[src/rtl/scatter_pkg.sv]
// Shared definitions for the lane scatter block: default sizing, the
// pointer width, the per-lane occupancy state and the round-robin wrap.
package scatter_pkg;

  localparam int DEF_NUM_LANES  = 10;
  localparam int DEF_DATA_WIDTH = 8;
  localparam int LANE_IDX_W     = $clog2(DEF_NUM_LANES);
  localparam int DEF_SUM_WIDTH  = DEF_DATA_WIDTH + 4;

  // Each lane holds at most one word
  typedef enum logic {
    LANE_EMPTY = 1'b0,
    LANE_FULL  = 1'b1
  } lane_state_e;

  // Advance a lane index by one, wrapping from the last lane back to lane 0
  function automatic int unsigned next_lane(input int unsigned idx,
                                            input int unsigned num_lanes);
    int unsigned nxt;
    nxt = idx + 1;
    if (nxt >= num_lanes) begin
      nxt = 0;
    end
    return nxt;
  endfunction

endpackage

[src/rtl/scatter_lane_reg.sv]
// One-entry output register for a single lane. A load always wins over a
// drain so that a word arriving while the old one leaves keeps the lane full.
// The data register is left untouched on a drain-only cycle.
module scatter_lane_reg
  import scatter_pkg::*;
#(
  parameter int DATA_WIDTH = DEF_DATA_WIDTH
) (
  input  logic                  clk,
  input  logic                  rst,
  input  logic                  i_load,
  input  logic [DATA_WIDTH-1:0] i_data,
  input  logic                  i_ready,
  output logic                  o_valid,
  output logic [DATA_WIDTH-1:0] o_data
);

  lane_state_e           r_state;
  lane_state_e           w_state_nxt;
  logic [DATA_WIDTH-1:0] r_data;

  // Occupancy state register, cleared asynchronously so in-flight words are dropped
  always_ff @(posedge clk or negedge rst) begin
    if (!rst) begin
      r_state <= LANE_EMPTY;
    end else begin
      r_state <= w_state_nxt;
    end
  end

  // Next occupancy: load keeps/makes the lane full, a drain alone empties it
  always_comb begin
    w_state_nxt = r_state;
    if (i_load) begin
      w_state_nxt = LANE_FULL;
    end else if ((r_state == LANE_FULL) && i_ready) begin
      w_state_nxt = LANE_EMPTY;
    end
  end

  // Data capture on load only; the last word stays visible after a drain
  always_ff @(posedge clk or negedge rst) begin
    if (!rst) begin
      r_data <= '0;
    end else if (i_load) begin
      r_data <= i_data;
    end
  end

  assign o_valid = (r_state == LANE_FULL);
  assign o_data  = r_data;

endmodule

[src/rtl/lane_scatter.sv]
// Distributes a single input stream across NUM_LANES one-entry lane
// registers in round-robin order, and tracks the modulo sum and saturating
// count of every accepted word.
// Build option: define LANE_SKIP_EN to let an accept skip over lanes that are
// full and stalled, taking the first free or draining lane after lane_ptr.
// Without it the pointer waits on its lane (strict in-order round robin).
module lane_scatter
  import scatter_pkg::*;
#(
  parameter int NUM_LANES  = DEF_NUM_LANES,
  parameter int DATA_WIDTH = DEF_DATA_WIDTH,
  parameter int SUM_WIDTH  = DATA_WIDTH + 4
) (
  input  logic                            clk,
  input  logic                            rst,
  input  logic                            in_valid,
  output logic                            in_ready,
  input  logic [DATA_WIDTH-1:0]           in_data,
  output logic [NUM_LANES-1:0]            out_valid,
  input  logic [NUM_LANES-1:0]            out_ready,
  output logic [NUM_LANES*DATA_WIDTH-1:0] out_data,
  output logic [$clog2(NUM_LANES)-1:0]    lane_ptr,
  output logic [SUM_WIDTH-1:0]            sent_sum,
  output logic [15:0]                     sent_count
);

  localparam int PTR_W = $clog2(NUM_LANES);

  logic [PTR_W-1:0]     r_ptr;
  logic [SUM_WIDTH-1:0] r_sum;
  logic [15:0]          r_count;

  logic [NUM_LANES-1:0] w_valid;
  logic [NUM_LANES-1:0] w_avail;
  logic [NUM_LANES-1:0] w_load;
  logic [PTR_W-1:0]     w_target;
  logic                 w_found;
  logic                 w_ready;
  logic                 w_accept;

  // A lane can take a word if it is empty or its consumer takes the old one now
  assign w_avail = ~w_valid | out_ready;

`ifdef LANE_SKIP_EN
  logic [PTR_W:0] w_idx;

  // Search from the pointer, with wrap, for the first lane able to take a word
  always_comb begin
    w_target = r_ptr;
    w_found  = 1'b0;
    w_idx    = '0;
    for (int k = 0; k < NUM_LANES; k++) begin
      w_idx = {1'b0, r_ptr} + (PTR_W + 1)'(k);
      if (w_idx >= (PTR_W + 1)'(NUM_LANES)) begin
        w_idx = w_idx - (PTR_W + 1)'(NUM_LANES);
      end
      if (!w_found && w_avail[w_idx[PTR_W-1:0]]) begin
        w_found  = 1'b1;
        w_target = w_idx[PTR_W-1:0];
      end
    end
  end
`else
  // Strict round robin: only the lane under the pointer may be targeted
  always_comb begin
    w_target = r_ptr;
    w_found  = w_avail[r_ptr];
  end
`endif

  // Ready depends only on registered lane state and out_ready, never on in_valid
  assign w_ready  = rst & w_found;
  assign w_accept = in_valid & w_ready;
  assign in_ready = w_ready;

  // One-hot load strobe for the targeted lane
  always_comb begin
    w_load = '0;
    for (int i = 0; i < NUM_LANES; i++) begin
      w_load[i] = w_accept && (w_target == PTR_W'(i));
    end
  end

  for (genvar g = 0; g < NUM_LANES; g++) begin : g_lane
    scatter_lane_reg #(
      .DATA_WIDTH (DATA_WIDTH)
    ) u_lane (
      .clk     (clk),
      .rst     (rst),
      .i_load  (w_load[g]),
      .i_data  (in_data),
      .i_ready (out_ready[g]),
      .o_valid (w_valid[g]),
      .o_data  (out_data[g*DATA_WIDTH +: DATA_WIDTH])
    );
  end

  // Pointer moves to the lane after the one just loaded
  always_ff @(posedge clk or negedge rst) begin
    if (!rst) begin
      r_ptr <= '0;
    end else if (w_accept) begin
      r_ptr <= PTR_W'(next_lane(32'(w_target), NUM_LANES));
    end
  end

  // Running sum of accepted words, wrapping naturally at the accumulator width
  always_ff @(posedge clk or negedge rst) begin
    if (!rst) begin
      r_sum <= '0;
    end else if (w_accept) begin
      r_sum <= r_sum + SUM_WIDTH'(in_data);
    end
  end

  // Accepted-word count that sticks at all ones instead of rolling over
  always_ff @(posedge clk or negedge rst) begin
    if (!rst) begin
      r_count <= '0;
    end else if (w_accept && (r_count != 16'hFFFF)) begin
      r_count <= r_count + 16'd1;
    end
  end

  assign out_valid  = w_valid;
  assign lane_ptr   = r_ptr;
  assign sent_sum   = r_sum;
  assign sent_count = r_count;

endmodule

[config.mk]
export PLATFORM = sky130hd
export DESIGN_NAME = lane_scatter
export DESIGN_NICKNAME = d
export VERILOG_FILES = /design/src/rtl/scatter_pkg.sv /design/src/rtl/scatter_lane_reg.sv /design/src/rtl/lane_scatter.sv
export SDC_FILE = /design/constraint.sdc
export NUM_CORES = 1
export LEC_CHECK = 0
export CAP_MARGIN = 20
export CORE_MARGIN = 1.5
export CORE_UTILIZATION = 25
export CTS_CLUSTER_DIAMETER = 150
export DETAILED_ROUTE_END_ITERATION = 10
export HOLD_SLACK_MARGIN = 0.05
export SETUP_SLACK_MARGIN = 0.02
export SYNTH_ARGS = -nofsm -noshare
export SYNTH_HDL_FRONTEND = slang
export SYNTH_SLANG_ARGS = --single-unit
[constraint.sdc]
create_clock -name clk -period 2.2 [get_ports clk]
set_input_delay 0.22 -clock clk [delete_from_list [all_inputs] [get_ports clk]]
set_output_delay 0.22 -clock clk [all_outputs]
set_load 0.01 [all_outputs]
# Word-level counts from Yosys, hierarchy flattened
# Cells that the tools add are included.
dict set report totals {
  input_bits 21
  word_cells 97
  out_inout_bits 123
  register_bits 122
}
dict set report op_classes {
  n_eq_ne 10
  reduce_logical 32
  mux 23
  n_lt_le_gt_ge 2
  addsub 3
  bitwise 4
}
# operator n
set ops {}
lappend ops {{$logic_and A1 B1 Y1} 21}
lappend ops {{$mux W1} 21}
lappend ops {{$reduce_bool A2 Y1} 10}
lappend ops {{$add A16 B1 Y16 const B} 1}
lappend ops {{$eq A4 B3 Y1 const B} 4}
lappend ops {{$ne A16 B16 Y1 const B} 1}
lappend ops {{$add A12 B8 Y12} 1}
lappend ops {{$not A10 Y10} 1}
lappend ops {{$or A10 B10 Y10} 1}
lappend ops {{$eq A4 B2 Y1 const B} 2}
lappend ops {{$eq A4 B4 Y1 const B} 2}
lappend ops {{$add A4 B1 Y5 const B} 1}
lappend ops {{$ge A5 B4 Y1 const B} 1}
lappend ops {{$lt A4 B5 Y1 const B} 1}
lappend ops {{$bmux W1 S4} 1}
lappend ops {{$eq A4 B1 Y1 const B} 1}
lappend ops {{$logic_not A4 Y1} 1}
lappend ops {{$mux W4} 1}
lappend ops {{$and A1 B1 Y1} 2}

# Depth between registers and ports, before layout
dict set report depth {
  depth_word 8
  depth_mapped 10
  depth_no_buf 8
}

# Hierarchy
# From an unflattened synthesis, not the netlist that was laid out.
dict set report hier_totals {
  cells_unflattened 418
  area_unflattened_um2 5794.3
}
# mod seq_area_each_um2 area_each_um2 instances cells_per_inst
set modules_own_cells {}
lappend modules_own_cells {scatter_lane_reg 225.2 369.1 10 20}
lappend modules_own_cells {lane_scatter 800.8 2103.3 1 218}

# Least setup slack after synthesis
# No wires, ideal clock.
dict set report synth_path {
  path_kind {reg-to-reg}
  start {reg r_ptr[0], in the netlist lane_ptr[0]}
  end {reg g_lane[9].u_lane.r_data[0]}
  setup_slack_ps -120
  arrival_time_ps 2196
  path_buffers 3
  required_time_ps 2075
  period_less_slack_ps 2320
  path_stages_with_launch 10
  setup_ps 125
  path_cell_list {dfrtp_1 buf_6 and3b_1 o41ai_2 o211ai_1 nor3b_2 buf_6 and3_1 buf_4 mux2_2}
}
dict set report synth_between {
  elab_chain_len 5
  word_cells_on_any_way 6
  cone_classes {eq/ne (1); mux (2); bitwise (2); reduce/logical (1)}
}
# item line_no
set synth_lines {}
lappend synth_lines {{from (decl)} lane_scatter.sv:29} ;# logic [PTR_W-1:0] r_ptr;
lappend synth_lines {{from (signal assigned)} lane_scatter.sv:103} ;# r_ptr <= PTR_W'(next_lane(32'(w_target), NUM_LANES));
lappend synth_lines {{$bmux W1 S4} lane_scatter.sv:67} ;# w_found = w_avail[r_ptr];
lappend synth_lines {{$mux W1 (not written as such)} lane_scatter.sv:67}
lappend synth_lines {{$and A1 B1 Y1} lane_scatter.sv:72} ;# assign w_ready = rst & w_found;
lappend synth_lines {{$and A1 B1 Y1} lane_scatter.sv:73} ;# assign w_accept = in_valid & w_ready;
lappend synth_lines {{$logic_and A1 B1 Y1 (*)} lane_scatter.sv:80} ;# w_load[i] = w_accept && (w_target == PTR_W'(i));
lappend synth_lines {{to (signal assigned)} scatter_lane_reg.sv:46} ;# r_data <= i_data;
lappend synth_lines {{to (decl)} scatter_lane_reg.sv:20} ;# logic [DATA_WIDTH-1:0] r_data;
# Mark *: on every way between the ends. The rest lies on a longest branch, timed or not. The select of a mux whose other input is x is not followed.
# A chain may end at the register's enable or synchronous reset.

# Worst setup path after layout
dict set report layout_path {
  start {reg r_ptr[0], in the netlist lane_ptr[0]}
  end {reg g_lane[7].u_lane.r_data[3]}
}
dict set report layout_between {
  elab_chain_len 5
  word_cells_on_any_way 6
  cone_classes {eq/ne (1); mux (2); bitwise (2); reduce/logical (1)}
}
# item line_no
set layout_lines {}
lappend layout_lines {{$bmux W1 S4} lane_scatter.sv:67}
lappend layout_lines {{$mux W1 (not written as such)} lane_scatter.sv:67}
lappend layout_lines {{$and A1 B1 Y1} lane_scatter.sv:72}
lappend layout_lines {{$and A1 B1 Y1} lane_scatter.sv:73}
lappend layout_lines {{$logic_and A1 B1 Y1 (*)} lane_scatter.sv:80}
lappend layout_lines {{to (signal assigned)} scatter_lane_reg.sv:46}
lappend layout_lines {{to (decl)} scatter_lane_reg.sv:20}
# Marked as above.

==> out/metrics.cfg <==
[final_layout]
area_growth_pct = 50.1
final_nets = 633
final_util = 0.381
fin_cells = 891
drive_gt1_frac = 0.286
diodes = 0
final_area_um2 = 8250

[drt]
firstDrtPassIters = 5
drtIter0Drc = 154
via_per_inst = 4.44
ant_nets = 0
wirelength_um = 15100
drc = 0
wl_per_cell_um = 16.9
num_vias = 3959

[cts]
clock_path_buffers = 2
clk_pin_slew_ns = 0.06
cts_buffers = 17
cts-htree-levels = 4
cts-root-buf = clkbuf_16
clock_sinks = 122
clkLatencyLatePin_ns = 0.42
cts_tree = done

[timing]
min_period_ns = 2.43
max_freq_ghz = 0.412
skew_ns = 0.00885
setup_viol = 106
worst_pin_slew_ns = 0.692
setup_ws_ns = -0.226
setup_tns_ns = -13.99
hold_violations = 0
maxSlewHeadroom = 0.538
holdWs_ns = 0.410
min_period_over_period = 1.10
finalMaxSlewViolations = 0
rsz0062_at_grt = true

[die]
row_count = 54
dieArea_um2 = 22900
die_h_um = 151
die_x_um = 151
initial_core_util = 0.253
core_um2 = 21700
io_pins = 144

[pwr]
powerDensity_nw_per_um2 = 1380
total_power_mw = 11.4
vdd_drop_max_v = 0.000527
leakagePower_nw = 3.71

[place]
placedCellCount = 852
dp_worst_setup_slack_ns = -0.541
routabilityCongestion = 0.811
place_hpwl_um = 10800
placed_area_um2 = 7510
io_buffers = 143

[worst_setup_path]
r2r_start = lane_ptr[0]$_DFFE_PN0P_
cp-start-kind = flop
cp_max_fo = 12
reg2reg_depth = 9
worstSetupPathType = flop to flop
r2r_setup_slack_ns = -0.23
reg2reg_to = g_lane[7].u_lane.o_data[3]$_DFFE_PN0P_
cp.arrival_ns = 2.72
cp.required_ns = 2.50
end_kind = flop

[hold_path]
hold_path_end = g_lane[7].u_lane.o_valid$_DFFE_PN0P_
hold_path_class = input pin to flop
min_path_cells = 3
hold_path.startpoint = out_ready[7]

[global_routing]
grt_pass1_wl_um = 23300
antenna_found_initial = 0
grt_pass1_vias = 4197
gr-usage-met1 = 0.174
top_usage_layer = met2
use_met3 = 0.0370
grt_max_degree = 123
grt-ovfl-total = 0
grt_usage = 0.137
grt_util_met2 = 0.214

[synth]
syn_nets = 453
ys_types = 48
netlist_area_um2 = 5500
postSynthCellCount = 418
synth_seq_cells = 122
ys.warnings.count = 0
async_flop_share = 1.00
syn_avg_cell_area_um2 = 13.1
synth_edf_count = 0
seq_area_frac_synth = 0.555
synth_ff_type = dfrtp_1

[run]
drv_cap = 0

[outcome]
status = finished with violations
failed_checks = setup timing

-- what timing repair did --
action | in CTS | in global routing
endpoints found under the hold margin | 122 | 0
gates resized for setup | 22 | 7
setup buffers | 4 | 2
hold buffers | 1 | 0
setup endpoints to repair | 114 | 120
pin swaps | 2 | 2
-- power breakdown --
group          internal, mW  leakage, nW  switching [mW]
clock network          1.72        0.301            1.16
logic                  2.84         1.84            1.87
registers              3.12         1.57           0.672
-- layout make-up --
class,instances,area [um^2]
Fill cell,2027,13400
Sequential cell,122,3050
Multi-Input combinational cell,250,2300
Timing Repair Buffer,195,1900
Clock buffer,17,425
Tap cell,280,350
Clock inverter,15,180
Inverter,12,45.0
-- layout by cell type (no fill, tap or decap), drive strengths merged, types with 12 or more instances in the layout --
master / instances
buf: 52
xnor2: 16
clkbuf: 18
mux2: 89
clkdlybuf4s50: 141
nand2: 12
ha: 13
nand3: 19
dfrtp: 122
inv: 21
-- cells in the mapped netlist (2+ instances only) --
library cell / n / area share
a21o_1: 6 / 0.0082
a21oi_1: 11 / 0.010
a41oi_1: 3 / 0.0048
and3_1: 11 / 0.013
and4b_1: 2 / 0.0036
buf_1: 8 / 0.0055
buf_2: 6 / 0.0055
buf_4: 15 / 0.020
buf_6: 3 / 0.0061
clkbuf_1: 2 / 0.0014
dfrtp_1: 122 / 0.56
ha_1: 13 / 0.030
inv_1: 12 / 0.0082
mux2_1: 29 / 0.059
mux2_2: 60 / 0.12
nand2_1: 12 / 0.0082
nand2b_1: 7 / 0.0080
nand3_1: 16 / 0.015
nand3_2: 2 / 0.0036
nand3b_1: 3 / 0.0041
nand4_1: 3 / 0.0034
nor2_1: 8 / 0.0055
nor2b_1: 3 / 0.0034
nor3_1: 4 / 0.0036
nor3b_1: 6 / 0.0082
o211ai_1: 2 / 0.0027
o21ai_0: 5 / 0.0046
o21bai_1: 2 / 0.0027
xnor2_1: 16 / 0.025
xor2_1: 8 / 0.013
-- cell families (layout without fill, tap and decap cells) --
logic type | count (synthesis) | after routing | share of synthesized area
AOI/OAI and AO/OA | 39 | 39 | 0.0494
xor gates and xnor gates | 24 | 24 | 0.0382
adders and majority gates | 14 | 14 | 0.0332
buffers and inverters | 46 | 239 | 0.0471
DFF | 122 | 122 | 0.555
muxes | 90 | 90 | 0.186
and+or+nand+nor | 83 | 83 | 0.0901
-- sequential cells by signal, indices dropped and copies added (netlist names) --
name                   cells
lane_ptr                   4
g_lane.u_lane.o_valid     10
g_lane.u_lane.o_data      80
sent_sum                  12
sent_count                16
-- worst max-delay path: stages, from the launching register on --
cell and delay (ns):
dfrtp_2 0.46, and3b_1 0.21, o41ai_2 0.22, o211ai_1 0.13, buf_4 0.17, nor3b_4 0.23
buf_12 0.16, and4b_1 0.24, buf_12 0.15, mux2_2 0.33
-- worst max path at each step --
stage / endpoint / cells past startpoint / from
2_1_floorplan: g_lane[9].u_lane.o_data[0]$_DFFE_PN0P_ / 9 / lane_ptr[0]$_DFFE_PN0P_
6_report: g_lane[7].u_lane.o_data[3]$_DFFE_PN0P_ / 9 / lane_ptr[0]$_DFFE_PN0P_
5_1_grt: sent_count[1]$_DFFE_PN0P_ / 9 / lane_ptr[0]$_DFFE_PN0P_
3_3_place_gp: g_lane[6].u_lane.o_data[0]$_DFFE_PN0P_ / 8 / out_ready[9]
4_1_cts: g_lane[7].u_lane.o_data[3]$_DFFE_PN0P_ / 9 / lane_ptr[0]$_DFFE_PN0P_
3_5_place_dp: g_lane[6].u_lane.o_data[3]$_DFFE_PN0P_ / 8 / out_ready[9]
-- metal layers --
| metal | share of wire | wire (um) |
|---|---|---|
| met5 | 0 | 0 |
| met4 | 0.025 | 375 |
| met3 | 0.051 | 777 |
| met2 | 0.47 | 7100 |
| met1 | 0.45 | 6840 |
(Power assumes the default switching activity.)
